### config.mk
export PLATFORM = sky130hd
export DESIGN_NAME = proc_control_fsm_flat
export DESIGN_NICKNAME = d
export VERILOG_FILES = /design/src/rtl/proc_control_fsm_if.sv /design/src/rtl/proc_control_fsm.sv /design/src/flat_wrapper.sv
export SDC_FILE = /design/constraint.sdc
export NUM_CORES = 1
export LEC_CHECK = 0
export CAP_MARGIN = 0
export CORE_UTILIZATION = 28
export DETAILED_ROUTE_END_ITERATION = 16
export PLACE_DENSITY = 0.78
export SLEW_MARGIN = 20
export SYNTH_ARGS = -nofsm -noshare
export SYNTH_HDL_FRONTEND = slang
export SYNTH_SLANG_ARGS = --single-unit
export TNS_END_PERCENT = 30
### constraint.sdc
create_clock -name Clk -period 1.7 [get_ports Clk]
set_input_delay 0.255 -clock Clk [delete_from_list [all_inputs] [get_ports Clk]]
set_output_delay 0.255 -clock Clk [all_outputs]
set_load 0.05 [all_outputs]
### src/rtl/proc_control_fsm_if.sv
// proc_control_fsm_if: instruction in, datapath controls and debug state out.
// The controller uses the master modport; the datapath side uses slave.
interface proc_control_fsm_if #(
    parameter int DADDR_W = 8,
    parameter int RADDR_W = 4
);
    logic [15:0]        IR;
    logic               PC_Clr;
    logic               PC_Up;
    logic               IR_Ld;
    logic [DADDR_W-1:0] D_Addr;
    logic               D_Wr;
    logic               RF_s;
    logic [RADDR_W-1:0] RF_W_addr;
    logic               RF_W_en;
    logic [RADDR_W-1:0] RF_Ra_addr;
    logic [RADDR_W-1:0] RF_Rb_addr;
    logic [2:0]         ALU_s0;
    logic [3:0]         State;
    logic [3:0]         NextState;

    modport master (
        input  IR,
        output PC_Clr, PC_Up, IR_Ld, D_Addr, D_Wr, RF_s, RF_W_addr, RF_W_en,
               RF_Ra_addr, RF_Rb_addr, ALU_s0, State, NextState
    );
    modport slave (
        output IR,
        input  PC_Clr, PC_Up, IR_Ld, D_Addr, D_Wr, RF_s, RF_W_addr, RF_W_en,
               RF_Ra_addr, RF_Rb_addr, ALU_s0, State, NextState
    );
endinterface

### src/rtl/proc_control_fsm.sv
// proc_control_fsm: Moore controller sequencing fetch/decode/execute of 16-bit instructions.
// Outputs decode from the registered state and IR; NextState is exported for debug.
module proc_control_fsm #(
    parameter int DADDR_W = 8,
    parameter int RADDR_W = 4
) (
    input  logic                Clk,
    input  logic                Reset,
    proc_control_fsm_if.master  bus
);
    typedef enum logic [3:0] {
        S_INIT  = 4'd0,
        S_FETCH = 4'd1,
        S_DEC   = 4'd2,
        S_NOOP  = 4'd3,
        S_LOADA = 4'd4,
        S_LOADB = 4'd5,
        S_STORE = 4'd6,
        S_ADD   = 4'd7,
        S_SUB   = 4'd8,
        S_HALT  = 4'd9
    } state_t;

    state_t r_state;
    state_t w_next;
    state_t w_dec;
    logic   w_ld;
    logic   w_alu;

    always_comb begin
        w_dec = S_NOOP;
        case (bus.IR[15:12])
            4'h1:    w_dec = S_STORE;
            4'h2:    w_dec = S_LOADA;
            4'h3:    w_dec = S_ADD;
            4'h4:    w_dec = S_SUB;
            4'h5:    w_dec = S_HALT;
            default: w_dec = S_NOOP;
        endcase
    end

    // Unused codes 10-15 fall to Init via the default arm.
    always_comb begin
        w_next = S_INIT;
        case (r_state)
            S_INIT:  w_next = S_FETCH;
            S_FETCH: w_next = S_DEC;
            S_DEC:   w_next = w_dec;
            S_LOADA: w_next = S_LOADB;
            S_HALT:  w_next = S_HALT;
            S_NOOP, S_LOADB, S_STORE, S_ADD, S_SUB: w_next = S_FETCH;
            default: w_next = S_INIT;
        endcase
        if (Reset)
            w_next = S_INIT;
    end

    always_ff @(posedge Clk)
        r_state <= Reset ? S_INIT : w_next;

    assign w_ld  = (r_state == S_LOADA) || (r_state == S_LOADB);
    assign w_alu = (r_state == S_ADD) || (r_state == S_SUB);

    assign bus.PC_Clr     = r_state == S_INIT;
    assign bus.PC_Up      = r_state == S_FETCH;
    assign bus.IR_Ld      = r_state == S_FETCH;
    assign bus.D_Wr       = r_state == S_STORE;
    assign bus.RF_s       = w_ld;
    assign bus.RF_W_en    = (r_state == S_LOADB) || w_alu;
    assign bus.D_Addr     = w_ld ? DADDR_W'(bus.IR[11:4]) :
                            (r_state == S_STORE) ? DADDR_W'(bus.IR[7:0]) : '0;
    assign bus.RF_W_addr  = (w_ld || w_alu) ? RADDR_W'(bus.IR[3:0]) : '0;
    assign bus.RF_Ra_addr = (w_alu || r_state == S_STORE) ? RADDR_W'(bus.IR[11:8]) : '0;
    assign bus.RF_Rb_addr = w_alu ? RADDR_W'(bus.IR[7:4]) : '0;
    assign bus.ALU_s0     = (r_state == S_ADD) ? 3'd1 : (r_state == S_SUB) ? 3'd2 : 3'd0;
    assign bus.State      = r_state;
    assign bus.NextState  = w_next;
endmodule

### src/flat_wrapper.sv
// flat-port wrapper written by rule: the top's interface ports become plain ports
module proc_control_fsm_flat 
#(
    parameter int DADDR_W = 8,
    parameter int RADDR_W = 4
)
  (Clk, Reset, bus_IR, bus_PC_Clr, bus_PC_Up, bus_IR_Ld, bus_D_Addr, bus_D_Wr, bus_RF_s, bus_RF_W_addr, bus_RF_W_en, bus_RF_Ra_addr, bus_RF_Rb_addr, bus_ALU_s0, bus_State, bus_NextState);
  proc_control_fsm_if #(.DADDR_W(DADDR_W), .RADDR_W(RADDR_W)) bus_i ();
  input  logic Clk;
  input  logic Reset;
  input wire logic [$bits(bus_i.IR)-1:0] bus_IR;
  output wire logic [$bits(bus_i.PC_Clr)-1:0] bus_PC_Clr;
  output wire logic [$bits(bus_i.PC_Up)-1:0] bus_PC_Up;
  output wire logic [$bits(bus_i.IR_Ld)-1:0] bus_IR_Ld;
  output wire logic [$bits(bus_i.D_Addr)-1:0] bus_D_Addr;
  output wire logic [$bits(bus_i.D_Wr)-1:0] bus_D_Wr;
  output wire logic [$bits(bus_i.RF_s)-1:0] bus_RF_s;
  output wire logic [$bits(bus_i.RF_W_addr)-1:0] bus_RF_W_addr;
  output wire logic [$bits(bus_i.RF_W_en)-1:0] bus_RF_W_en;
  output wire logic [$bits(bus_i.RF_Ra_addr)-1:0] bus_RF_Ra_addr;
  output wire logic [$bits(bus_i.RF_Rb_addr)-1:0] bus_RF_Rb_addr;
  output wire logic [$bits(bus_i.ALU_s0)-1:0] bus_ALU_s0;
  output wire logic [$bits(bus_i.State)-1:0] bus_State;
  output wire logic [$bits(bus_i.NextState)-1:0] bus_NextState;
  assign bus_i.IR = bus_IR;
  assign bus_PC_Clr = bus_i.PC_Clr;
  assign bus_PC_Up = bus_i.PC_Up;
  assign bus_IR_Ld = bus_i.IR_Ld;
  assign bus_D_Addr = bus_i.D_Addr;
  assign bus_D_Wr = bus_i.D_Wr;
  assign bus_RF_s = bus_i.RF_s;
  assign bus_RF_W_addr = bus_i.RF_W_addr;
  assign bus_RF_W_en = bus_i.RF_W_en;
  assign bus_RF_Ra_addr = bus_i.RF_Ra_addr;
  assign bus_RF_Rb_addr = bus_i.RF_Rb_addr;
  assign bus_ALU_s0 = bus_i.ALU_s0;
  assign bus_State = bus_i.State;
  assign bus_NextState = bus_i.NextState;
  proc_control_fsm #(.DADDR_W(DADDR_W), .RADDR_W(RADDR_W)) u_core (.Clk(Clk), .Reset(Reset), .bus(bus_i));
endmodule
==> metrics list, run 1 <==
- Distinct cell type count after synthesis: 28
* Sequential area share after synthesis: 0.149
- Die boundary height: around 46 µm
- Number of cells upsized or downsized after cts: 23
- Maximum count of clock buffers along a single path: 2
* Post-CTS setup buffers: 1
- Number of flops mapped to enable cells by yosys: 0
* Number of clock sinks: 4
- Count of input and output buffers: between 50 and 60
* Run-stopping error: [ERROR DPL-0033] detailed placement checks failed during check placement.
* CTS Root Cell: sky130_fd_sc_hd__clkbuf_4
- When the netlist entered floorplanning its net count stood at 90.
- Die Span X: 45.8 µm
- Outcome: aborted with a tool error
- After clock tree synthesis, the flow added hold-fix buffers numbering 0.
- #FFs+latches synth: 4
- A synthesized cell averages 7.46 µm².
- Last step reached: clock tree synthesis
* Initial cell density of the core: 0.304
- CTS buffer count: 3
- GP Congestion: 0.857
- After detailed placement, the design holds a cell count of 160.
- Cell area after synthesis: 537 µm²
- Post-detailed-placement half-perimeter wirelength: approximately 2800 µm
* Warnings from Yosys: 0
- In this run the core area contains 15 standard-cell rows.
* Most used flip-flop cell after synthesis: sky130_fd_sc_hd__dfxtp_1
* Level count of the clock H-tree: 1
- Synthesized netlist cell count: 72
* Share of async-settable or async-resettable flops after synthesis: 0
- Count of boundary I/O pins: 55
- Once placement finished, the instance area stood at ~1600 µm².
cell usage after synthesis, types with 2 or more instances:
master,number,share of area
sky130_fd_sc_hd__nor2_1,4,0.028
sky130_fd_sc_hd__a21oi_1,3,0.028
sky130_fd_sc_hd__inv_1,3,0.021
sky130_fd_sc_hd__o31ai_1,2,0.028
sky130_fd_sc_hd__nor2b_1,3,0.035
sky130_fd_sc_hd__buf_4,2,0.028
sky130_fd_sc_hd__nand2b_1,3,0.035
sky130_fd_sc_hd__a22o_1,8,0.13
sky130_fd_sc_hd__dfxtp_1,4,0.15
sky130_fd_sc_hd__a211oi_1,3,0.042
sky130_fd_sc_hd__or3b_2,2,0.033
sky130_fd_sc_hd__and2_1,12,0.14
sky130_fd_sc_hd__o21ai_0,4,0.037
sky130_fd_sc_hd__nor3_1,5,0.047
kinds of logic after synthesis:
logic type / synth area share
AO/OA/AOI/OAI: 0.266
XOR/XNOR: 0.0163
buffers and inverters: 0.0862
flip-flops: 0.149
multiplexers: 0.0210
other: 0.00699
AND/OR/NAND/NOR: 0.455
per-stage QoR:
stage	setup TNS, ns	worst slack (ns)
after floorplan	-6.14	-0.298
after global placement	-1.43	-0.391
after detailed placement	-2.44	-0.538
==> run 2, diff against run 1 <==
--- a/config.mk
+++ b/config.mk
@@ -6,9 +6,10 @@
 export NUM_CORES = 1
 export LEC_CHECK = 0
 export CAP_MARGIN = 0
-export CORE_UTILIZATION = 28
+export CORE_AREA = 2 2 63 65
 export DETAILED_ROUTE_END_ITERATION = 16
-export PLACE_DENSITY = 0.78
+export DIE_AREA = 0 0 65 67
+export PLACE_DENSITY_LB_ADDON = 0.15
 export SLEW_MARGIN = 20
 export SYNTH_ARGS = -nofsm -noshare
 export SYNTH_HDL_FRONTEND = slang
==> run 2 against run 1 <==
- synthesized cell count is the same
- synthesized area unchanged
- the flow now finishes, with violations (setup timing)
==> metrics list, run 2 <==
- The run finished, with violations left.
- Violations in the final reports: setup timing
- Final-report setup violation count: 31
- The startpoint identified for the worst register-to-register timing path is u_core.bus.State[1].
* Switching power summed over all nets: 300 µW
- 0 antenna diodes ended up in the layout.
- Count of boundary I/O pins: 55 (unchanged)
- Summed over all layers, the global routing overflow is 0.
- Kind of cell with the highest combined delay on the critical path: simple AND/OR/NAND/NOR gates
- Final cell count without fillers: 205
- Static timing analysis puts the maximum clock frequency at 499 MHz.
* Combinational share of power: 0.598
- Max Cap Violations: 0
* Number of flops mapped to enable cells by yosys: 0 (unchanged)
- On the final layout, the worst clock skew is 0.00274 ns.
- Most frequent standard cell in the layout excluding fill and tap cells: sky130_fd_sc_hd__buf_12
- The number of max-slew violations in the final report was 0.
- The die span in y is 67 µm (+46%).
* HP Start: bus_IR[14]
- The distinct cell type count of the synthesized netlist was 28 (unchanged).
- Drt initial violations: 13
* Number of clock sinks: 4 (unchanged)
- Vias after detailed routing: 877
- The floorplan step defined a die boundary enclosing 4360 µm².
- Crit path kind: flip-flop to primary output
* Sum Neg Setup Slack: -6.57 ns
- On the worst path, the slowest cell contributes a delay of about 0.54 ns.
- Highest-delay cell along the critical path: sky130_fd_sc_hd__or4bb_4
* PD cells: 387 nW/µm²
* Post-layout net count: 177
- The number of buffers between clock root and the deepest sink was 2 (unchanged).
- STA classifies the critical path startpoint as a flip-flop.
- Proportion of layout cells with a drive suffix above 1: 0.803
* Synthesized netlist cell count: 72 (unchanged)
* Count of input and output buffers: 53 (unchanged)
- CTS buffer count: 3 (unchanged)
- The number of placed instances, taps included is 192 (+20%).
* IR Drop Worst-Case VDD: 324 µV
- Counting stages on the worst path, the most repeated cell is sky130_fd_sc_hd__buf_6.
- The area of placed instances was 1720 µm² (+5.9%).
- Synthesis-to-finish area growth: 273%
- Minimum clock period: 2.00 ns
- #FFs+latches synth: 4 (unchanged)
* Most repeated cell in the gate-level netlist after synthesis: sky130_fd_sc_hd__and2_1
- Timing endpoint of the critical path: bus_NextState[3]
- The critical path goes through buf_6 -> buf_6 -> or4bb_4 -> o31ai_4 -> nor2b_4 -> buf_12.
- Warnings from Yosys: 0 (unchanged)
* Standard-cell rows: 22 (+7)
- CTS Root Cell: sky130_fd_sc_hd__clkbuf_8
* Flip-flop count of the largest register, all copies and words added: 4
- Post-detailed-placement half-perimeter wirelength: 2280 µm (-19%)
- By area the synthesized netlist is led by sky130_fd_sc_hd__dfxtp_1 (15%), sky130_fd_sc_hd__and2_1 (14%), sky130_fd_sc_hd__a22o_1 (13%).
* Antenna viol nets, final: 0
- Initial cell density of the core: 0.149 (-0.155)
* PnR worst setup slack: -0.304 ns
* WL per Instance: 14.1 µm
* Yosys top cell area share: 0.149 (unchanged)
- The number of antenna violations at the first check in global routing was 0.
- Clock network latency to the later pin of the worst-skew pair: 0.22 ns
* Post-route DRC: 0
* Pint: 474 µW
- Dividing the final minimum period by the clock period gives 1.18.
- Sequential area share after synthesis: 0.149 (unchanged)
- Largest net degree at the start of global routing: 10
- First-pass GRT wire length: between 4000 and 5000 µm
- The share of async-settable or async-resettable flops after synthesis came to 0 (unchanged).
* Sequential share of power: 0.138
* Number of cell instances on the worst register-to-register path: 11
- Hold Crit Class: input port to flip-flop
* CTS tree: yes
* Overall Power: 774 µW
- STA classifies the critical path endpoint as a primary output.
- Of the total power, the clock network draws 0.264.
- In the layout the commonest cells are sky130_fd_sc_hd__buf_12 (32), sky130_fd_sc_hd__buf_4 (31), sky130_fd_sc_hd__clkdlybuf4s50_1 (13).
- The post-synth net total came to 90 (unchanged).
- STA puts the critical path data arrival time at 1.75 ns.
* Number of hold violations in the final report: 0
* Synthesized area divided by synthesized cell count: 7.46 µm² (unchanged)
- Combined buffer and inverter count along the critical path: 3
* Placeable core region: 3610 µm²
- The setup check on the worst reg-to-reg path leaves a slack of -0.11 ns.
- For this design the static power due to leakage is 0.853 nW.
- Worst-case setup slack after placement: -0.417 ns (+0.121 ns)
- Detailed Route WL: 2900 µm
* Worst flop-to-flop path endpoint: u_core.bus.State[1]
- Synth top cells by count: sky130_fd_sc_hd__and2_1 (12), sky130_fd_sc_hd__a22o_1 (8), sky130_fd_sc_hd__nor3_1 (5)
* Total stage count of the critical path: 6
- Data required time at the worst endpoint: 1.44 ns
* CTS clk-pin slew, worst paths: 0.03 ns
* Cell area after synthesis: 537 µm² (unchanged)
- Most used flip-flop cell after synthesis: sky130_fd_sc_hd__dfxtp_1
- The number of global-route vias before repair is 881.
- Of all cell types, the one taking the most synthesized area is sky130_fd_sc_hd__dfxtp_1.
- Critical path startpoint: u_core.bus.State[1]
- Largest fanout on the critical path: 4
* Die Span X: 65 µm (+42%)
- Using the TritonRoute via totals, the vias-per-cell ratio works out to about 4.3.
- Setup repair after global routing could not meet its margin everywhere.
* 1st-pass router iterations: 4
- The count of H-tree levels built during CTS was 1 (unchanged).
- Share of total power consumed by net switching: 0.387
- Across every metal layer, demand over resource in global routing totals 0.132.
- The finished cells cover 2000 µm².
- Cts-stage hold buffer count: 0 (unchanged)
- After filler insertion, the fill cell instance count of the layout stands at 301.
* GP Congestion: 0.754 (-12%)
==> run 2: cell counts after synthesis <==
No cell type changed its count.
==> run 2: worst reg2reg max path, delay by kind of cell, from the launching register on <==
| family | cells | cell delay, ns |
|---|---|---|
| compound gates | 1 | 0.05 |
| flops | 1 | 0.34 |
| simple gates | 2 | 0.34 |
| buf+inv | 8 | 1.01 |
==> run 2: cells by family (layout without fill, tap and decap cells) <==
group                  Yosys count  after routing  synth area share
XOR/XNOR                         1              1            0.0163
AO/OA/AOI/OAI                   20             20             0.266
AND/OR/NAND/NOR                 37             37             0.455
flip-flops                       4              4             0.149
other                            1              1           0.00699
multiplexers                     1              1            0.0210
buffers and inverters            8             93            0.0862
==> run 2: metal layers <==
layer,up-vias,part of all wire,wire (µm),GRT usage
li1,432,-,-,-
met1,426,0.40,1160,0.168
met2,15,0.56,1630,0.224
met3,4,0.025,73,0.0270
met4,0,0.012,36,0.0399
met5,-,0,0,0
==> run 2: worst min-delay path by stage <==
stage / to / cells past startpoint
5_1_grt: u_core.bus.State[2] / 4
4_1_cts: u_core.bus.State[2] / 4
6_report: u_core.bus.State[2] / 4
3_5_place_dp: u_core.bus.State[1] / 3
2_1_floorplan: u_core.bus.State[1] / 1
3_3_place_gp: u_core.bus.State[1] / 3
==> run 2: cell type report <==
class,instances,area (µm²),area share
clock buffers,3,41.3,0.0206
inverters,3,18.8,0.00938
multi-input cells,60,668,0.334
flip-flops and latches,4,95.1,0.0475
well taps,48,60.1,0.0300
repair buffers,87,1120,0.558
==> run 2: repair_timing <==
action	in CTS	in global routing
pin swaps	16	5
hold endpoints to repair	0	0
setup buffers	7	3
cloned	0	0
endpoints found under the setup margin	31	32
gates resized for setup	45	5
==> run 2: power by group through the flow <==
stage,clock (mW),sequential [mW],combinational [mW]
finish,0.204,0.107,0.463
global route,0.219,0.108,0.483
CTS,0.210,0.107,0.445
detailed placement,0,0.109,0.397
global placement,0,0.110,0.394
floorplan,0,0.127,0.184
==> run 2: through the flow <==
step	hold slack, ns	util
4_1_cts	0.605	0.543
2_1_floorplan	0.324	-
3_5_place_dp	0.649	0.478
5_1_grt	0.665	0.555
6_report	0.619	0.555
3_3_place_gp	0.649	0.478
Note: power is estimated with default switching activity, not from simulation.
==> variant, RTL diff (settings of run 2) <==
`DADDR_W` is set to 8 in 3 places; all go to 7.
--- a/src/rtl/proc_control_fsm_if.sv
+++ b/src/rtl/proc_control_fsm_if.sv
@@ -1,7 +1,7 @@
 // proc_control_fsm_if: instruction in, datapath controls and debug state out.
 // The controller uses the master modport; the datapath side uses slave.
 interface proc_control_fsm_if #(
-    parameter int DADDR_W = 8,
+    parameter int DADDR_W = 7,
     parameter int RADDR_W = 4
 );
     logic [15:0]        IR;
--- a/src/rtl/proc_control_fsm.sv
+++ b/src/rtl/proc_control_fsm.sv
@@ -1,7 +1,7 @@
 // proc_control_fsm: Moore controller sequencing fetch/decode/execute of 16-bit instructions.
 // Outputs decode from the registered state and IR; NextState is exported for debug.
 module proc_control_fsm #(
-    parameter int DADDR_W = 8,
+    parameter int DADDR_W = 7,
     parameter int RADDR_W = 4
 ) (
     input  logic                Clk,
--- a/src/flat_wrapper.sv
+++ b/src/flat_wrapper.sv
@@ -1,7 +1,7 @@
 // flat-port wrapper written by rule: the top's interface ports become plain ports
 module proc_control_fsm_flat 
 #(
-    parameter int DADDR_W = 8,
+    parameter int DADDR_W = 7,
     parameter int RADDR_W = 4
 )
   (Clk, Reset, bus_IR, bus_PC_Clr, bus_PC_Up, bus_IR_Ld, bus_D_Addr, bus_D_Wr, bus_RF_s, bus_RF_W_addr, bus_RF_W_en, bus_RF_Ra_addr, bus_RF_Rb_addr, bus_ALU_s0, bus_State, bus_NextState);
Interface: changed (resized bus_D_Addr); port bits go from 55 to 54. No check against the original RTL was run, so the function may have changed too.
==> variant against run 2 <==
- the flow still finishes with violations (negative setup slack)
- die area unchanged
- power rose by 4.3%
- setup slack gained 0.20 ns
- sequential cell count is the same
- clock power up 4%
- global-route usage grew 0.16 points
- wire length shrank 4.8%
- cell area shrank 3.9%
- synthesized area increased by 0.93%
- non-clock buffer count down 10
- largest cell class unchanged
==> variant: results (changes against run 2) <==
Status - finished with violations
Failing checks - negative setup slack
Final setup violation count - 23 (-26%)
Final #Nets - 164 (-7.3%)
Clock-cell share - 2.34% (+0.28 points)
Multi-input comb cells - 57 (-5.0%)
Post-Layout Inst Area - 0.00192 mm2 (-3.9%)
Fraction of area in multi-input gates - 34.9% (+1.5 points)
Syn avg cell area - 7.85 um2 (+5.3%)
Slowest stage delay, CP - 0.59 ns (+0.05 ns)
Reg2Reg Depth - 5 (-6)
Final RePlAce weighted congestion - 0.782 (+3.7%)
Distinct cells, synth - 32 (+14%)
Layout cells sized above 1 - 79.3% (-0.94 points)
Setup slack after layout - -0.105 ns (+0.199 ns)
CP endpoint - bus_RF_Rb_addr[0]
DR WL/cell - 14.3 um (+1.1%)
Largest net degree at the start of global routing - 9 (-1)
GRT Total Usage - 13.4% (+0.16 points)
Placed cell area - 0.00164 mm2 (-4.6%)
Slowest cell on crit path - or4b_4
Worst vdd ir - 0.000341 V (+5.2%)
First-pass GRT wire length - 4510 um (+2.2%)
HPWL after DPL - 2110 um (-7.6%)
Drt pass-1 iters - 3 (-1)
Non-clock buffer share of cell area - 54.3% (-1.6 points)
DR vias - 849 (-3.2%)
Seq/Total Area, Yosys - 14.8% (-0.14 points)
Net Sw Frac - 37.7% (-0.99 points)
Fin Setup TNS - -1.68 ns (+4.89 ns)
Layout fillers - 308 (+2.3%)
Vias in the first global route - 893 (+1.4%)
variant: cell types whose count changed after synthesis, sizes merged, moves of 3 or more:
cell and change:
nand2 +3, and3 +4, and2 -4, nor2b -3, a211oi -3, nor3 -4
variant: what timing repair did:
action | CTS | global route
pin swaps | 11 | 4
buffers inserted | 6 | 4
gates resized for setup | 36 | 9
endpoints found under the setup margin | 25 | 27
hold buffers | 0 | 0
variant: cells by family (layout without fill, tap and decap cells):
| group | after synthesis | after routing | share of synthesized area [%] |
|---|---|---|---|
| AOI/OAI and AO/OA | 19 | 19 | 26.1 |
| xor gates and xnor gates | 1 | 1 | 1.62 |
| buffers and inverters | 8 | 84 | 9.70 |
| DFF | 4 | 4 | 14.8 |
| other | 1 | 1 | 0.692 |
| and+or+nand+nor | 36 | 36 | 47.1 |
variant: routing by layer:
metal / wire length (um) / GRT usage, % / vias up
met5: 0 / 0 / -
met1: 1100 / 14.7 / 403
met4: 0 / 5.32 / 0
met2: 1490 / 25.4 / 34
met3: 168 / 2.20 / 0
li1: - / - / 412
